## config.mk

```make
export PLATFORM = sky130hd
export DESIGN_NAME = sha256_pad_flat
export DESIGN_NICKNAME = d
export VERILOG_FILES = /design/src/rtl/sha256_pad_if.sv /design/src/rtl/sha256_pad.sv /design/src/flat_wrapper.sv
export SDC_FILE = /design/constraint.sdc
export NUM_CORES = 1
export LEC_CHECK = 0
export BUFFER_PORTS_ARGS = -buffer_cell sky130_fd_sc_hd__buf_4
export CORE_ASPECT_RATIO = 0.5
export CORE_MARGIN = 2
export CORE_UTILIZATION = 55
export CTS_BUF_LIST = sky130_fd_sc_hd__clkbuf_16
export DETAILED_ROUTE_END_ITERATION = 7
export PLACE_DENSITY_LB_ADDON = 0.05
export SYNTH_ARGS = -nofsm -noshare
export SYNTH_HDL_FRONTEND = slang
export SYNTH_SLANG_ARGS = --single-unit
```

## constraint.sdc

```tcl
create_clock -name clk -period 5.5 [get_ports clk]
set_input_delay 0.55 -clock clk [delete_from_list [all_inputs] [get_ports clk]]
set_output_delay 0.55 -clock clk [all_outputs]
set_load 0.005 [all_outputs]
```

## src/rtl/sha256_pad_if.sv

```systemverilog
// Byte-stream in / padded-block out bundle between the message source, the padder
// and the SHA-256 core.
interface sha256_pad_if;
    logic [7:0]   din;
    logic         din_valid;
    logic         din_last;
    logic         din_ready;
    logic [511:0] M_out;
    logic         M_valid;
    logic         core_done;
    logic         busy;
    logic         err;

    modport master (
        output din, din_valid, din_last, core_done,
        input  din_ready, M_out, M_valid, busy, err
    );

    modport slave (
        input  din, din_valid, din_last, core_done,
        output din_ready, M_out, M_valid, busy, err
    );
endinterface

```

## src/rtl/sha256_pad.sv

```systemverilog
// Packs a 1..MAX_BYTES byte message into one FIPS 180-4 padded 512-bit block,
// pulses M_valid to the SHA-256 core and holds the block until core_done.
module sha256_pad #(
    parameter int unsigned MAX_BYTES = 55
) (
    input logic         clk,
    input logic         rst_n,
    sha256_pad_if.slave bus
);

    typedef enum logic [2:0] {
        StLoad,
        StDrop,
        StPad,
        StIssue,
        StWait
    } state_e;

    localparam logic [5:0] LastIdx = 6'(MAX_BYTES - 1);

    state_e       state_q, state_d;
    logic [5:0]   cnt_q, cnt_d;
    logic [511:0] buf_q, buf_d;
    logic         err_q, err_d;
    logic         xfer;

    assign xfer = bus.din_valid & bus.din_ready;

    always_comb begin
        state_d = state_q;
        cnt_d   = cnt_q;
        buf_d   = buf_q;
        err_d   = err_q;
        case (state_q)
            StLoad: begin
                if (xfer) begin
                    for (int i = 0; i < 56; i++) begin
                        if (cnt_q == 6'(i)) buf_d[511-8*i -: 8] = bus.din;
                    end
                    cnt_d = cnt_q + 6'd1;
                    if (bus.din_last) begin
                        state_d = StPad;
                    end else if (cnt_q == LastIdx) begin
                        err_d   = 1'b1;
                        state_d = StDrop;
                    end
                end
            end
            StDrop: begin
                // Swallow the rest of the oversized message; nothing is issued.
                if (xfer && bus.din_last) begin
                    buf_d   = '0;
                    cnt_d   = '0;
                    state_d = StLoad;
                end
            end
            StPad: begin
                // cnt_q now holds the message length L.
                for (int i = 0; i < 56; i++) begin
                    if (6'(i) == cnt_q) begin
                        buf_d[511-8*i -: 8] = 8'h80;
                    end else if (6'(i) > cnt_q) begin
                        buf_d[511-8*i -: 8] = 8'h00;
                    end
                end
                buf_d[63:0] = {55'd0, cnt_q, 3'b000};
                state_d     = StIssue;
            end
            StIssue: state_d = StWait;
            StWait: begin
                if (bus.core_done) begin
                    buf_d   = '0;
                    cnt_d   = '0;
                    state_d = StLoad;
                end
            end
            default: state_d = StLoad;
        endcase
    end

    always_ff @(posedge clk or negedge rst_n) begin
        if (!rst_n) begin
            state_q <= StLoad;
            cnt_q   <= '0;
            buf_q   <= '0;
            err_q   <= 1'b0;
        end else begin
            state_q <= state_d;
            cnt_q   <= cnt_d;
            buf_q   <= buf_d;
            err_q   <= err_d;
        end
    end

    // Gated by rst_n so the source sees no acceptance while reset is held.
    assign bus.din_ready = rst_n & ((state_q == StLoad) | (state_q == StDrop));
    assign bus.M_valid   = (state_q == StIssue);
    assign bus.busy      = (state_q == StLoad) ? (cnt_q != 6'd0) : 1'b1;
    assign bus.M_out     = buf_q;
    assign bus.err       = err_q;

endmodule

```

## src/flat_wrapper.sv

```systemverilog
// flat-port wrapper written by rule: the top's interface ports become plain ports
module sha256_pad_flat 
#(
    parameter int unsigned MAX_BYTES = 55
)
  (clk, rst_n, bus_din, bus_din_valid, bus_din_last, bus_core_done, bus_din_ready, bus_M_out, bus_M_valid, bus_busy, bus_err);
  sha256_pad_if bus_i ();
  input logic clk;
  input logic rst_n;
  input wire logic [$bits(bus_i.din)-1:0] bus_din;
  input wire logic [$bits(bus_i.din_valid)-1:0] bus_din_valid;
  input wire logic [$bits(bus_i.din_last)-1:0] bus_din_last;
  input wire logic [$bits(bus_i.core_done)-1:0] bus_core_done;
  output wire logic [$bits(bus_i.din_ready)-1:0] bus_din_ready;
  output wire logic [$bits(bus_i.M_out)-1:0] bus_M_out;
  output wire logic [$bits(bus_i.M_valid)-1:0] bus_M_valid;
  output wire logic [$bits(bus_i.busy)-1:0] bus_busy;
  output wire logic [$bits(bus_i.err)-1:0] bus_err;
  assign bus_i.din = bus_din;
  assign bus_i.din_valid = bus_din_valid;
  assign bus_i.din_last = bus_din_last;
  assign bus_i.core_done = bus_core_done;
  assign bus_din_ready = bus_i.din_ready;
  assign bus_M_out = bus_i.M_out;
  assign bus_M_valid = bus_i.M_valid;
  assign bus_busy = bus_i.busy;
  assign bus_err = bus_i.err;
  sha256_pad #(.MAX_BYTES(MAX_BYTES)) u_core (.clk(clk), .rst_n(rst_n), .bus(bus_i));
endmodule
```

---- Yosys cells after proc, flatten, opt, wreduce, memory -nomap -nowiden ----
Index checks and enable logic that the tools add are counted.
W data, S select, Z words.
storage, ports and cells
  register bits ........................... 522
  latch bits .............................. 0
  RAM bits ................................ 0
  ROM bits ................................ 0
  input port bits ......................... 13
  output and inout port bits .............. 516
  logic and storage cells ................. 602
  memories ................................ 0
operators by class
  add/sub/neg operators ................... 1
  $mul .................................... 0
  divide/modulo/power cells ............... 0
  magnitude comparators ................... 56
  eq/ne operators ......................... 230
  shift operators ......................... 0
  muxes and demuxes ....................... 184
  bitwise operators ....................... 4
  reductions and logical operators ........ 67
operator list
  kind                  number
  $pmux W448 S4         1
  $mux W8               168
  $mux W512             2
  $mux W448             1
  $reduce_and A6 Y1     56
  $pmux W64 S3          1
  $ne A3 B1 Y1 const B  56
  $eq A6 B6 Y1 const A  24
  $eq A6 B6 Y1 const B  24
  $gt A6 B6 Y1 const A  24
  $ne A2 B1 Y1 const B  58
  $eq A5 B6 Y1 const A  16
  $eq A6 B5 Y1 const B  16
  $gt A5 B6 Y1 const A  16
  $eq A4 B6 Y1 const A  8
  $eq A6 B4 Y1 const B  8
  $gt A4 B6 Y1 const A  8
  $eq A3 B6 Y1 const A  4
  $eq A6 B3 Y1 const B  4
  $gt A3 B6 Y1 const A  4
  $mux W6               3
  $pmux W6 S3           1
  $mux W3               5
  $pmux W3 S5           1
  other kinds (24)      33

---- Longest topological paths before layout ----
Gate-level depths: netlist of run 1.
  word-level depth ........................ 7
  gate-level depth with buffers ........... 9
  depth with buffers taken out ............ 7

---- Worst setup path after synthesis of run 1 ----
No wires, ideal clock.
  path type ............................... input to register
  start ................................... input bus_din_valid
  end ..................................... register u_core.buf_q[64], in the netlist u_core.bus.M_out[64]
  library setup time ...................... 0.125 ns
  arrival time ............................ 2.060 ns
  required time ........................... 5.375 ns
  slack ................................... 3.316 ns
  stages on the path ...................... 7
  buffers on the path ..................... 2
  cells stage by stage .................... and3_1 -> a21oi_2 -> or2_1 -> buf_4 -> buf_6 -> a221oi_4 -> mux2_2
between the ends
  longest elaborated chain between the ends .. 4
  elaborated cells on any way between the ends .. 5
  classes of those cells .................. eq/ne: 2; bitwise: 1; reduce/logical: 2
RTL lines
  element                          RTL line            text
  from (decl)                      flat_wrapper.sv:11  input wire logic [$bits(bus_i.din_valid)-1:0] bus_din_valid;
  $and A1 B1 Y1 (*)                sha256_pad.sv:27    assign xfer = bus.din_valid & bus.din_ready;
  $logic_and A1 B1 Y1              sha256_pad.sv:51    if (xfer && bus.din_last) begin
  $ne A2 B1 Y1 (no line)           --
  $reduce_and A6 Y1 (no line) (*)  --
  to (signal assigned)             sha256_pad.sv:90    buf_q <= buf_d;
  to (decl)                        sha256_pad.sv:23    logic [511:0] buf_q, buf_d;
Mark *: on every way between the ends. The rest lies on a longest branch, timed or not.
A chain may end at the register's enable or synchronous reset.

---- Final worst setup path of run 1 ----
  start ................................... input rst_n
  end ..................................... register u_core.buf_q[314], in the netlist u_core.bus.M_out[314]
between the ends
  longest elaborated chain between the ends .. 5
  elaborated cells on any way between the ends .. 6
  classes of those cells .................. eq/ne: 2; bitwise: 2; reduce/logical: 2
RTL lines
  element                          RTL line           text
  from (decl)                      flat_wrapper.sv:9  input logic rst_n;
  $and A1 B1 Y1 (*)                sha256_pad.sv:96   assign bus.din_ready = rst_n & ((state_q == StLoad) | (state_q == StDrop));
  $and A1 B1 Y1 (*)                sha256_pad.sv:27
  $logic_and A1 B1 Y1              sha256_pad.sv:51
  $ne A2 B1 Y1 (no line)           --
  $reduce_and A6 Y1 (no line) (*)  --
Marked as above.

==> run_results.csv, run 1 <==
group,metric,value,unit
status,status,"finished, final reports clean",
setup_path,cp_cell_sequence,"dlygate4sd3_1 > buf_8 > and3_1 > a21oi_2 > or2_2 > buf_4 > a21oi_2 > mux2_2",
clocking,root_buffer,"clkbuf_16",
yosys,synth_cell_types,69,
clocking,htree_levels,2,
sta,setup_slack,2.11,ns
setup_path,arrival,3.82,ns
clocking,path_clk_slew,0.08,ns
layout,syn_to_final_growth,25.5,%
power,seqPwrFrac,33.0,%
routing,top_layer,"met4",
clocking,clock-sinks,464,
sta,min_period_over_period,61.6,%
place,pre_cts_ws,2.15,ns
global_route,grt_pass1_vias,14200,
global_route,grt_usage,34.5,%
sta,finalHoldViolCount,0,
layout,antenna_cells,0,
floorplan,initial_core_util,55.5,%
routing,wl_per_cell,27.4,um
sta,clock_skew,0.0253,ns
routing,viasPerCell,5.84,
routing,wl_met2,31300,um
clocking,post_cts_resized,0,
sta,post-route-min-period,3.39,ns
setup_path,crit_path_top_delay_cell,"a21oi_2",
clocking,cts_tree,"done",
yosys,yosys_warnings,0,
routing,drtIter0Drc,1204,
global_route,grt-ovfl-total,0,
power,netSwitchingPower,0.00691,W
routing,drt_pass1_iterations,7,
yosys,async_reset_ff_share,100,%
place,dp_hpwl,46200,um
sta,hold_slack,0.282,ns
place,gp_congestion,0.996,
global_route,antenna_found_initial,0,
yosys,synth-seq-area-share,58.7,%
routing,wirelength,65400,um
routing,dr_total_vias,13900,
yosys,ys_top_cells_by_area,"dfrtp_1 59%, mux2_2 25%, buf_4 2.5%",
floorplan,num_io_pins,529,
clocking,clk_latency,0.57,ns
floorplan,core,35700,sq um
global_route,grt_pass1_wl,97000,um
layout,drive_gt1_share,56.0,%
layout,finalNonFillerCells,2387,
worst_hold_path,hold_class,"in -> reg",
sta,clock.fmax,295,MHz
sta,setup_tns,0,ns
floorplan,num_rows,49,
setup_path,max_stage_delay,0.71,ns
yosys,syn_area_per_cell,13.8,sq um
yosys,syn_inst,1432,
setup_path,critPathLaunchType,"primary input",
setup_path,critPathTopFamily,"buffers and inverters",
setup_path,path_common_cell,"a21oi_2",
power,p_int,0.0111,W
power,pwr-share-clk,16.6,%
floorplan,die_area,37600,sq um
floorplan,die_w,272,um
setup_path,worstSetupPathType,"in -> reg",
layout,final_net_count,1888,
yosys,yosysTopAreaCell,"dfrtp_1",
setup_path,crit_buf_inv,3,
power,ir_drop,0.402,mV
yosys,synth_top_area_share,58.7,%
setup_path,endpoint_kind,"register",
power,finalPower,0.0180,W
sta,worstMarginPinSlew,1.20,ns
sta,slew_viol_final,0,
place,io_buffers,470,
routing,drt-met1-wl,26700,um
power,p_leak,12.0,nW
sta,slew_headroom,19.7,%
yosys,synth_edf_count,0,
yosys,synth_flop_cell,"dfrtp_1",
sta,setup_viol,0,
routing,ant_nets,0,
routing,dr_wl_met3,5170,um
clocking,cts_buffers,41,
job,maxCapViolCount,0,
sta,rsz0062_at_grt,"no",
yosys,synth_area,19800,sq um
power,power_density,726,nW/um^2
place,dp_cells,2310,
global_route,grt_max_degree,194,
floorplan,die_y,138,um
clocking,max-clock-path-buffers,3,
power,p_sw_share,38.3,%
setup_path,crit_path_max_fanout,52,
routing,route.detailed.drc,0,
yosys,ys_seq_elements,464,
setup_path,critPathRequiredTime,5.93,ns
power,pwr-share-comb,50.5,%
-- Yosys cell counts, types with 3 or more instances --
master,number
a21oi_4,3
buf_4,65
nand3_1,23
buf_2,31
a21oi_2,27
nor4_1,3
a31o_2,3
o21ai_0,67
a21oi_1,17
dfrtp_1,464
nand4_1,6
nand2b_1,5
a21o_1,6
o21ai_2,5
o31ai_1,4
o22ai_1,5
mux2_2,446
and3_1,5
inv_1,7
nor2_2,10
nor2b_1,7
nor2_1,29
a22o_1,3
nor3_1,12
nand2_1,55
a31oi_1,3
clkbuf_1,55
ha_1,5
and2_1,10
-- cell families (layout without fill, tap and decap cells) --
group                    count (synthesis)  count (layout)  synth area share, %
AO/OA/AOI/OAI                          167             167                 5.98
XOR/XNOR                                 2               2               0.0885
adder cells (fa/ha/maj)                  5               5                0.316
buffers and inverters                  159             573                 4.48
flip-flops                             464             464                 58.7
multiplexers                           447             447                 25.4
other                                    1              58               0.0189
AND/OR/NAND/NOR                        187             187                 5.00
-- metrics by stage --
stage	util, %	instance area [sq um]
after floorplan	-	20000
after global placement	65.8	23500
after detailed placement	65.8	23500
after CTS	69.6	24800
after global routing	69.6	24800
final	69.6	24800
-- layout make-up --
class / instances / area [sq um]
clock inverters: 35 / 330
repair buffers: 490 / 3710
fillers: 2602 / 10900
clock buffers: 41 / 1030
inverters: 7 / 26.3
well taps: 484 / 606
multi-input cells: 866 / 7520
flip-flops and latches: 464 / 11600
-- worst paths after layout --
path / endpoint / cells past startpoint / startpoint / slack (ns)
setup / recovery: u_core.bus.M_out[314] / 8 / rst_n / 2.11
hold / removal: u_core.bus.err / 2 / bus_din_valid / 0.28
setup reg to reg: u_core.bus.M_out[91] / 6 / u_core.state_q[1] / 2.12
hold reg to reg: u_core.bus.err / 1 / u_core.bus.err / 0.48
max in group asynchronous: u_core.bus.M_out[85] / 3 / rst_n / 3.51
min in group asynchronous: u_core.bus.M_out[411] / 2 / rst_n / 0.49
-- layer usage --
| metal | vias up | global-route usage, % |
|---|---|---|
| met3 | 121 | 8.69 |
| met4 | 0 | 10.6 |
| li1 | 5821 | - |
| met1 | 7331 | 46.7 |
| met2 | 662 | 55.4 |
| met5 | - | 0 |
-- registers in the layout, summed over array words and instances (netlist names) --
register          flops
u_core.bus.M_out    454
u_core.bus.err        1
u_core.cnt_q          6
u_core.state_q        3
-- power by group through the flow --
| stage | clock, W | sequential [W] | combinational [W] |
|---|---|---|---|
| after floorplan | 0 | 0.00583 | 0.00479 |
| after global placement | 0 | 0.00588 | 0.00885 |
| after detailed placement | 0 | 0.00596 | 0.00907 |
| after CTS | 0.00301 | 0.00592 | 0.00910 |
| after global routing | 0.00316 | 0.00611 | 0.00957 |
| final | 0.00299 | 0.00595 | 0.00910 |
-- cells in the final DEF (no fill, tap or decap), types with 17 or more instances in the layout --
| master | instances |
|---|---|
| a21oi_1 | 17 |
| a21oi_2 | 27 |
| buf_4 | 486 |
| clkbuf_16 | 41 |
| conb_1 | 58 |
| dfrtp_1 | 464 |
| inv_1 | 17 |
| mux2_2 | 446 |
| nand2_1 | 55 |
| nand3_1 | 23 |
| nor2_1 | 29 |
| o21ai_0 | 67 |
-- repair_timing --
| item | CTS | global route |
|---|---|---|
| buffers inserted | 0 | 0 |
| endpoints found under the setup margin | 0 | 0 |
| endpoints found under the hold margin | 46 | 0 |
| hold buffers | 1 | 0 |
Note: power is estimated with default switching activity, not from simulation.
==> inputs of run 2 (changes only) <==
CORE_UTILIZATION = 48   (was 55)
clock period = 2.7 ns   (was 5.5 ns; I/O delays follow)
==> run_results.csv, run 2 (same netlist as run 1, synthesis figures left out) <==
group,metric,value,unit
routing,drt_pass1_iterations,6,
clocking,clk_latency,0.57,ns
routing,route.detailed.drc,0,
layout,seqCellArea,11600,sq um
sta,slew_headroom,31.7,%
floorplan,num_rows,52,
floorplan,initial_core_util,48.8,%
layout,largest_register_ffs,454,
sta,clock.fmax,387,MHz
sta,setup_tns,0,ns
routing,wl_per_cell,25.8,um
routing,viasPerCell,5.49,
job,maxCapViolCount,0,
sta,slew_viol_final,0,
status,status,"finished, final reports clean",
place,pre_cts_ws,0.0690,ns
sta,clock_skew,0.0348,ns
sta,finalHoldViolCount,0,
sta,setup_viol,0,
setup_path,worstSetupPathType,"reg -> reg",
setup_path,endpoint_kind,"register",
global_route,grt_usage,30.4,%
layout,drive_gt1_share,58.4,%
place,io_buffers,470,
routing,drtIter0Drc,1004,
floorplan,die_y,148,um
layout,antenna_cells,0,
sta,setup_slack,0.118,ns
layout,multiInputGateArea,7550,sq um
clocking,clock-sinks,464,
layout,mostFrequentLayoutCells,"560 x buf_4, 463 x dfrtp_1, 446 x mux2_2",
layout,n_fill_cell,3110,
power,p_leak,12.7,nW
layout,final_net_count,2005,
sta,rsz0062_at_grt,"no",
global_route,grt_max_degree,158,
setup_path,critPathRequiredTime,3.14,ns
place,dp_hpwl,47900,um
setup_path,critPathLaunchType,"register",
global_route,antenna_found_initial,0,
floorplan,num_io_pins,529,
clocking,cts_buffers,42,
setup_path,crit_path_max_fanout,12,
clocking,cts_setup_buffers,0,
power,power_density,1480,nW/um^2
global_route,grt-ovfl-total,0,
routing,dr_total_vias,14100,
global_route,grt_pass1_wl,98100,um
clocking,root_buffer,"clkbuf_16",
clocking,cts_tree,"done",
power,ir_drop,0.604,mV
sta,post-route-min-period,2.58,ns
place,gp_congestion,1.03,
floorplan,core,40500,sq um
layout,syn_to_final_growth,32.7,%
routing,ant_nets,0,
setup_path,arrival,3.02,ns
floorplan,die_area,43000,sq um
sta,min_period_over_period,95.6,%
clocking,htree_levels,2,
clocking,max-clock-path-buffers,3,
layout,final_common_cell,"buf_4",
routing,wirelength,66000,um
global_route,grt_pass1_vias,14500,
worst_hold_path,hold_class,"in -> reg",
floorplan,die_w,291,um
clocking,path_clk_slew,0.07,ns
sta,worstMarginPinSlew,1.02,ns
## run 2: critical path: stages, from the launching register on
cell	delay [ns]
dfrtp_1	0.55
or4b_1	0.75
o211ai_1	0.22
buf_4	0.16
a31oi_1	0.05
nor2_2	0.21
buf_4	0.20
mux2_2	0.33
## run 2: metrics by stage
step	cell area [sq um]	std cells	hold slack (ns)	power (W)	utilization [%]
after floorplan	20000	1489	-0.0256	0.0216	-
after global placement	24900	2482	0.0952	0.0325	61.5
after detailed placement	24900	2482	0.0928	0.0331	61.5
after CTS	26200	2559	0.00838	0.0389	64.7
after global routing	26300	2559	0.00162	0.0407	64.8
final	26300	2559	0.0199	0.0388	64.8
## run 2: final timing paths
path | from | to | cells after the start | slack [ns]
setup / recovery | u_core.cnt_q[3] | u_core.bus.M_out[346] | 7 | 0.12
hold / removal | bus_din_valid | u_core.bus.err | 2 | 0.02
setup reg to reg | u_core.cnt_q[3] | u_core.bus.M_out[346] | 7 | 0.12
hold reg to reg | u_core.bus.err | u_core.bus.err | 1 | 0.47
max in group asynchronous | rst_n | u_core.bus.M_out[309] | 4 | 0.70
min in group asynchronous | rst_n | u_core.state_q[2] | 2 | 0.12
## run 2: final cells by class
cell class | count | share of cell area [%]
flip-flops and latches | 464 | 44.2
multi-input cells | 866 | 28.8
repair buffers | 606 | 19.5
clock buffers | 42 | 4.00
well taps | 540 | 2.57
clock inverters | 34 | 0.915
inverters | 7 | 0.100
## run 2: what timing repair did
action,4_1_cts,5_1_grt
hold endpoints to repair,210,0
hold buffers,1,0
endpoints found under the setup margin,0,51
gates resized for setup,0,8
## run 2: where the power goes
group	leakage (nW)	switching, W	total [W]	internal, W
clock	0.664	0.00266	0.00571	0.00305
sequential	5.89	0.00182	0.0119	0.0101
combinational	6.14	0.00993	0.0212	0.0112
total	12.7	0.0144	0.0388	0.0244
## run 2: per-layer routing
layer,routed length (um),GRT usage (%),share of wire (%)
met4,1680,7.95,2.5
met1,28500,42.0,43
met3,4700,7.49,7.1
met5,0,0,0
met2,31000,48.4,47
